<file path="src/rtl/adsr_multivoice.sv">
// Time-multiplexed ADSR envelope generator and VCA: one voice update per accepted sample,
// with per-voice state, envelope and latched rates held internally.
module adsr_multivoice #(
  parameter int NUM_VOICES = 8,
  parameter int SAMPLE_W   = 16,
  parameter int ENV_W      = 24,
  parameter int RATE_W     = 16,
  parameter int VOICE_W    = $clog2(NUM_VOICES)
) (
  input  logic                       clk,
  input  logic                       reset,
  input  logic [RATE_W-1:0]          attack_amt,
  input  logic [RATE_W-1:0]          decay_amt,
  input  logic [RATE_W-1:0]          sustain_amt,
  input  logic [RATE_W-1:0]          rel_amt,
  input  logic [NUM_VOICES-1:0]      key_state,
  input  logic                       in_valid,
  input  logic [VOICE_W-1:0]         in_voice,
  input  logic signed [SAMPLE_W-1:0] in_sample,
  output logic                       out_valid,
  output logic [VOICE_W-1:0]         out_voice,
  output logic signed [SAMPLE_W-1:0] out_sample,
  output logic [NUM_VOICES-1:0]      voice_active
);

  typedef enum logic [2:0] {
    ST_IDLE    = 3'd0,
    ST_ATTACK  = 3'd1,
    ST_DECAY   = 3'd2,
    ST_SUSTAIN = 3'd3,
    ST_RELEASE = 3'd4
  } state_t;

  localparam logic [ENV_W-1:0]   FULL   = '1;
  localparam logic [VOICE_W:0]   NV_EXT = (VOICE_W+1)'(NUM_VOICES);

  state_t              state_q [NUM_VOICES];
  logic [ENV_W-1:0]    env_q   [NUM_VOICES];
  logic [RATE_W-1:0]   atk_q   [NUM_VOICES];
  logic [RATE_W-1:0]   dec_q   [NUM_VOICES];
  logic [RATE_W-1:0]   sus_q   [NUM_VOICES];
  logic [RATE_W-1:0]   rel_q   [NUM_VOICES];
  logic [NUM_VOICES-1:0] active_q;

  logic                       vld_p0_q;
  logic [VOICE_W-1:0]         voice_p0_q;
  logic signed [SAMPLE_W-1:0] sample_p0_q;
  logic [SAMPLE_W-1:0]        gain_p0_q;
  logic                       out_valid_q;
  logic [VOICE_W-1:0]         out_voice_q;
  logic signed [SAMPLE_W-1:0] out_sample_q;

  function automatic logic [ENV_W-1:0] env_rise(input logic [ENV_W-1:0] env,
                                                input logic [RATE_W-1:0] rate);
    logic [ENV_W:0] sum;
    sum = {1'b0, env} + (ENV_W+1)'(rate);
    return (sum >= {1'b0, FULL}) ? FULL : sum[ENV_W-1:0];
  endfunction

  // Steps down by rate but never below floor_lvl; lands exactly on floor_lvl when close.
  function automatic logic [ENV_W-1:0] env_fall(input logic [ENV_W-1:0] env,
                                                input logic [ENV_W-1:0] floor_lvl,
                                                input logic [RATE_W-1:0] rate);
    logic [ENV_W:0] lim;
    lim = {1'b0, floor_lvl} + (ENV_W+1)'(rate);
    return ({1'b0, env} <= lim) ? floor_lvl : env - ENV_W'(rate);
  endfunction

  function automatic logic signed [SAMPLE_W-1:0] scale_floor(input logic signed [SAMPLE_W-1:0] s,
                                                             input logic [SAMPLE_W-1:0] g);
    logic signed [2*SAMPLE_W:0] prod;
    prod = s * $signed({1'b0, g});
    return prod[2*SAMPLE_W-1:SAMPLE_W];
  endfunction

  logic [VOICE_W:0]  voice_ext;
  logic              hit;
  logic              key;
  state_t            cur_state;
  logic [ENV_W-1:0]  cur_env;
  logic [RATE_W-1:0] cur_atk, cur_dec, cur_sus, cur_rel;
  logic [ENV_W-1:0]  target;
  state_t            state_d;
  logic [ENV_W-1:0]  env_d;
  logic              latch;

  assign voice_ext = {1'b0, in_voice};
  assign hit       = in_valid && (voice_ext < NV_EXT);
  assign key       = key_state[in_voice];
  assign cur_state = state_q[in_voice];
  assign cur_env   = env_q[in_voice];
  assign cur_atk   = atk_q[in_voice];
  assign cur_dec   = dec_q[in_voice];
  assign cur_sus   = sus_q[in_voice];
  assign cur_rel   = rel_q[in_voice];
  assign target    = ENV_W'(cur_sus) << (ENV_W - RATE_W);

  always_comb begin
    state_d = cur_state;
    env_d   = cur_env;
    latch   = 1'b0;
    case (cur_state)
      ST_IDLE: begin
        if (key) begin
          latch   = 1'b1;
          state_d = ST_ATTACK;
        end
      end
      ST_ATTACK: begin
        if (!key) begin
          state_d = ST_RELEASE;
        end else begin
          env_d   = (cur_atk == '0) ? FULL : env_rise(cur_env, cur_atk);
          state_d = (env_d == FULL) ? ST_DECAY : ST_ATTACK;
        end
      end
      ST_DECAY: begin
        if (!key) begin
          state_d = ST_RELEASE;
        end else begin
          env_d   = (cur_dec == '0) ? target : env_fall(cur_env, target, cur_dec);
          state_d = (env_d == target) ? ST_SUSTAIN : ST_DECAY;
        end
      end
      ST_SUSTAIN: begin
        if (!key) state_d = ST_RELEASE;
      end
      ST_RELEASE: begin
        // Retrigger keeps the current level so the attack restarts without a click.
        if (key) begin
          latch   = 1'b1;
          state_d = ST_ATTACK;
        end else begin
          env_d   = (cur_rel == '0) ? '0 : env_fall(cur_env, '0, cur_rel);
          state_d = (env_d == '0) ? ST_IDLE : ST_RELEASE;
        end
      end
      default: begin
        state_d = ST_IDLE;
        env_d   = '0;
      end
    endcase
  end

  always_ff @(posedge clk or negedge reset) begin
    if (!reset) begin
      for (int i = 0; i < NUM_VOICES; i++) begin
        state_q[i] <= ST_IDLE;
        env_q[i]   <= '0;
        atk_q[i]   <= '0;
        dec_q[i]   <= '0;
        sus_q[i]   <= '0;
        rel_q[i]   <= '0;
      end
      active_q <= '0;
    end else if (hit) begin
      state_q[in_voice]  <= state_d;
      env_q[in_voice]    <= env_d;
      active_q[in_voice] <= (state_d != ST_IDLE);
      if (latch) begin
        atk_q[in_voice] <= attack_amt;
        dec_q[in_voice] <= decay_amt;
        sus_q[in_voice] <= sustain_amt;
        rel_q[in_voice] <= rel_amt;
      end
    end
  end

  // Stage p0: sample registered with the pre-update gain of its voice.
  always_ff @(posedge clk) begin
    if (hit) begin
      sample_p0_q <= in_sample;
      gain_p0_q   <= cur_env[ENV_W-1 -: SAMPLE_W];
    end
  end

  // Stage p1: scaled output.
  always_ff @(posedge clk or negedge reset) begin
    if (!reset) begin
      vld_p0_q     <= 1'b0;
      voice_p0_q   <= '0;
      out_valid_q  <= 1'b0;
      out_voice_q  <= '0;
      out_sample_q <= '0;
    end else begin
      vld_p0_q    <= hit;
      if (hit) voice_p0_q <= in_voice;
      out_valid_q <= vld_p0_q;
      if (vld_p0_q) begin
        out_voice_q  <= voice_p0_q;
        out_sample_q <= scale_floor(sample_p0_q, gain_p0_q);
      end
    end
  end

  assign out_valid    = out_valid_q;
  assign out_voice    = out_voice_q;
  assign out_sample   = out_sample_q;
  assign voice_active = active_q;

endmodule
</file>
<file path="config.mk">
export PLATFORM = sky130hd
export DESIGN_NAME = adsr_multivoice
export DESIGN_NICKNAME = d
export VERILOG_FILES = /design/src/rtl/adsr_multivoice.sv
export SDC_FILE = /design/constraint.sdc
export NUM_CORES = 2
export LEC_CHECK = 0
export ABC_AREA = 1
export ABC_CLOCK_PERIOD_IN_PS = 16900
export BUFFER_PORTS_ARGS = -buffer_cell sky130_fd_sc_hd__clkbuf_2
export CORE_ASPECT_RATIO = 0.9
export CORE_UTILIZATION = 55
export DETAILED_ROUTE_END_ITERATION = 10
export HOLD_SLACK_MARGIN = 0.03
export PLACE_DENSITY = 0.71
export SETUP_SLACK_MARGIN = 0.3
export SKIP_LAST_GASP = 1
export SLEW_MARGIN = 20
export SYNTH_ARGS = -nofsm -noshare
export SYNTH_HDL_FRONTEND = slang
export SYNTH_SLANG_ARGS = --single-unit
</file>
<file path="constraint.sdc">
create_clock -name clk -period 16.9 [get_ports clk]
set_clock_uncertainty 0.05 [all_clocks]
set_input_delay 0.845 -clock clk [delete_from_list [all_inputs] [get_ports clk]]
set_output_delay 0.845 -clock clk [all_outputs]
set_load 0.005 [all_outputs]
</file>
Word level (Yosys, flattened, before mapping)
Index checks and enable logic that the tools add are counted.
- bits in registers: 792
- input bits: 94
- output and inout port bits: 28
- logic and storage cells: 144
- add/sub/neg operators: 4
- $mul: 1
- magnitude comparators: 8
- equal/unequal tests: 6
- muxes and demuxes: 56
- bitwise logic cells: 1
- reductions and logical operators: 12
- operator list (operator ; number):
    $bwmux W128 ; 4
    $mux W24 ; 12
    $bmux W16 S3 ; 4
    $bwmux W192 ; 1
    $mux W16 ; 9
    $pmux W24 S4 ; 1
    $bmux W24 S3 ; 1
    $demux W24 S3 ; 1
    $add A24 B16 Y25 ; 2
    $demux W16 S3 ; 1
    $logic_not A16 Y1 ; 3
    $sub A24 B16 Y24 ; 2
    $mul A16 B17 Y32 ; 1
    $mux W3 ; 9
    $ge A25 B24 Y1 const B ; 1
    $le A24 B25 Y1 ; 1
    $bwmux W24 ; 1
    $eq A24 B24 Y1 ; 1
    $eq A24 B24 Y1 const B ; 1
    $le A24 B16 Y1 ; 1
    $logic_not A24 Y1 ; 1
    $pmux W3 S5 ; 1
    $bmux W3 S3 ; 1
    $demux W3 S3 ; 1
    18 further kinds ; 27

Depth between registers and ports, before layout
- word-level depth: 14
- gate-level depth with buffers: 46

Worst setup path after synthesis
No wires, ideal clock.
- kind: in2reg
- start: input port in_voice[2]
- end: register env_q[141] (netlist bit)
- arrival: 5.654 ns
- required time: 16.733 ns
- slack: 11.079 ns
- stages: 38
- buffers on the path: 5
- cells stage by stage: buf_2 nor2_2 nand2_1 buf_2 buf_2 buf_1 o22ai_1 a221oi_1 nand2_1 ha_1 nand3_1 nand2_1 a21oi_1 o21bai_1 a21oi_1 o21ai_0 nand2_1 nand2_1 (+2 left out) nand3_1 nor2_1 xor2_1 ha_1 nand4_1 nor4_1 nand2_1 nand2_2 inv_4 nand2_4 clkbuf_1 nand2_1 o21ai_0 nand2_1 nand3_1 nand3_2 nand2_1 nand2_1
- cells in the longest elaborated chain, start to end: 11
- elaborated cells between the ends (all ways): 55
- those cells by class: 4 x add/sub; 6 x order compare; 4 x eq/ne; 33 x mux; 1 x bitwise; 7 x reduce/logical
- RTL lines (what ; RTL line ; source):
    start: declaration ; 18 ; input logic [VOICE_W-1:0] in_voice,
    $not A3 Y4 (not written as such) ; - ;
    $bmux W16 S3 (tied with other cells) ; 93 ; assign cur_dec = dec_q[in_voice];
    $mux W16 (not written as such) (tied with other cells) (2 in a row) ; 93 ;
    $add A24 B16 Y25, on equally long branches ; 65, 56 ;
    $le A24 B25 Y1 / $ge A25 B24 Y1 (equally long branches) ; 66, 57 ;
    $mux W24, on equally long branches ; 66, 57 ;
    $mux W24, on equally long branches ; 121, 113 ;
    $mux W24, on equally long branches ; 118, 110 ;
    $pmux W24 S4 ; 102 ; case (cur_state)
    $bwmux W192 ; 158 ; env_q[in_voice] <= env_d;
    end signal: indexed assignment ; 158 ;
    end: declaration ; 38 ; logic [ENV_W-1:0] env_q [NUM_VOICES];
Parallel ways exist; a longest one is shown, timed or not. The select of a mux whose other input is x is not followed.
A chain may end at the register's enable or synchronous reset.

Worst setup path after layout
- start: input port in_voice[2]
- end: register env_q[45] (netlist bit)
The elaborated chain is that of the path after synthesis.

==> out/results.txt <==
count of final setup violators: 0
fin crit share: 41.4%
CP max FO: 52
area of the die: 93600 sq um
Post-synth EDFFs: 32
io pins: 122
Multi-input gate area: 26300 sq um
via count: 43.1k
Slew Viols, Final: 0
num rows: 105
share of flip-flops with an asynchronous set or reset: 96.0%
Final Hold Fails: 0
r2r endpoint: out_sample[10]
RSZ-0062 raised after global routing: no
largest net degree at the start of global routing: 175
status: completed
first-pass GRT wire length: 243 mm
via/cell ratio: 5.69
H-tree Lvls: 3
R2R setup slack: 10.53 ns
ANT nets after route: 0
Synth area leader: dfrtp_1
# resized after CTS: 0
Synth Instances: 6317
ranking of synthesized cells by area: dfrtp_1, nand2_1, fa_1, inv_1, mux2_2
core area: 91300 sq um
sinks on the clock net: 792
fillcell total: 8084
top cells by count, synth: nand2_1, inv_1, dfrtp_1
Post-CTS Repair Setup Buffers: 0
CTS buffer count: 85
total wire length: 153 mm
pwr dens: 225 nW/um^2
fmax: 143 MHz
crit path launch type: primary input
Root Buffer: clkbuf_16
die span in y: 290 um
initial antenna violation count: 3
Post-Route Setup TNS: 0 ns
syn_nets: 6794
number of global-route vias before repair: 42.2k
non-filler cells, final: 7581
clock-pin slew on the worst setup and hold paths: 0.06 ns
Critical Path RT: 17.38 ns
Main synth FF type: dfrtp_1
syn_area_per_cell: 8.04 sq um
static leakage: 0.0282 uW
CTS tree: yes
Starting Density: 55.7%
Die W: 322 um
Iter 0 DRT Violations: 4339
R2R cell count: 24
Slew HR: 22.5%
TritonRoute pass-1 iters: 6
post-synthesis register bit count: 792
register area: 20000 sq um
global placer's final weighted congestion: 1.02
Layout area overhead: 8.26%
Clock Path Buffers: 3
Distinct cells, synth: 62
WL/cell: 20.2 um
DRC: 0
latest clock arrival within the worst-skew pair: 0.64 ns
synthesized cell area: 50800 sq um
grt ovf: 0
# placed instances: 7426
share of Yosys cell area claimed by the top area cell type: 37.4%
worst slew pin tran: 1.16 ns
PortBufs: 121
count leader, synth: nand2_1
cts hold-fix bufs: 0
post-synthesis sequential area ratio: 39.3%
VDD IR-drop max: 0.547 mV
worst r2r src: gain_p0_q[7]
crit path DAT: 7.47 ns
Max-cap violations: 0
Syn. warnings: 0
DP HPWL: 103 mm
HP Class: in2async
Tot GR Track Use: 33.4%
layout cells sized above 1: 10.8%
Setup crit end kind: register
Setup CP Type: in2reg
nets@finish: 6760
Final min period: 7.00 ns
state kept, by name, summed over array words and instances (netlist names), 8 cells and up:
register,flops
voice_active,8
rel_q,128
dec_q,128
sus_q,128
state_q,24
sample_p0_q,16
gain_p0_q,16
out_sample,16
atk_q,128
env_q,192
report_power, final:
group	leakage, uW	internal [uW]	switching [uW]	total [uW]
Sequential	0.00971	2620	367	2980
Clock	0.00143	1160	789	1950
Combinational	0.0171	2700	4770	7470
Total	0.0282	6470	5930	12400
worst max path at each step:
stage	from	to	slack, ns	cells past startpoint
after global placement	in_voice[0]	state_q[3]	9.30	35
after detailed placement	in_voice[0]	state_q[6]	9.24	35
final	in_voice[2]	env_q[45]	9.90	27
after CTS	in_voice[0]	state_q[6]	9.93	35
after floorplan	in_voice[2]	env_q[141]	11.08	38
after global routing	in_voice[0]	state_q[9]	9.28	38
per-stage QoR:
stage	utilization [%]	hold slack (ns)	instance area, sq um	power, uW	setup WS [ns]
finish	60.3	0.225	55000	12400	9.90
global route	60.2	0.299	55000	13500	9.28
CTS	60.2	0.255	55000	12300	9.93
detailed placement	57.0	0.409	52100	10300	9.24
global placement	57.0	0.412	52100	10200	9.30
floorplan	-	0.302	50800	8200	11.08
kinds of logic after synthesis:
kind of cell,share of synthesized area [%]
simple gates,22.5
fa+ha+maj,12.3
xor+xnor,0.879
buf+inv,9.19
mux,6.23
flops,39.3
compound gates,9.55
metal layers:
| metal | global-route usage (%) | up-vias | wire length [um] |
|---|---|---|---|
| met5 | 0 | - | 13 |
| met4 | 11.9 | 2 | 5710 |
| met3 | 4.78 | 339 | 12600 |
| met1 | 48.3 | 21000 | 67300 |
| li1 | - | 19900 | - |
| met2 | 51.2 | 1846 | 67600 |
cell type report:
type / count / share of cell area (%)
repair buffers: 187 / 2.15
clock buffers: 123 / 4.57
flip-flops and latches: 792 / 36.3
multi-input cells: 4388 / 47.8
inverters: 829 / 5.67
well taps: 1230 / 2.80
clock inverters: 29 / 0.719
diodes: 3 / 0.0136
worst max-delay path, cell delays in order:
cell,delay (ns)
clkbuf_2,0.11
buf_12,0.21
inv_2,0.37
nor2_1,0.13
nand2_2,0.40
inv_2,0.26
buf_4,0.37
a221oi_1,0.36
nand4_1,0.79
ha_1,0.69
a21oi_1,0.19
nand2_1,0.13
nand2_1,0.10
nand2_1,0.09
nand3_1,0.08
nand2_1,0.11
nand2_1,0.12
xor2_1,0.27
nor2_1,0.09
nand2_1,0.09
nor2_2,0.04
nor2_2,0.55
nand4_1,0.41
nand3_1,0.20
nand3_2,0.19
nand2_1,0.11
nand2_1,0.06
cell usage in the layout (no fill, tap or decap), drive strengths merged, types with 67 or more instances in the layout:
cell type  netlist  final
a21oi          127    127
buf            167     68
clkbuf         141    242
dfrtp          760    760
fa             197    197
ha             186    186
inv            822    827
mux2           281    281
nand2         2275   2275
nand3          180    180
nand4           67     67
nor2           232    232
o21ai          480    480
Power figures use the tool's default switching activity.
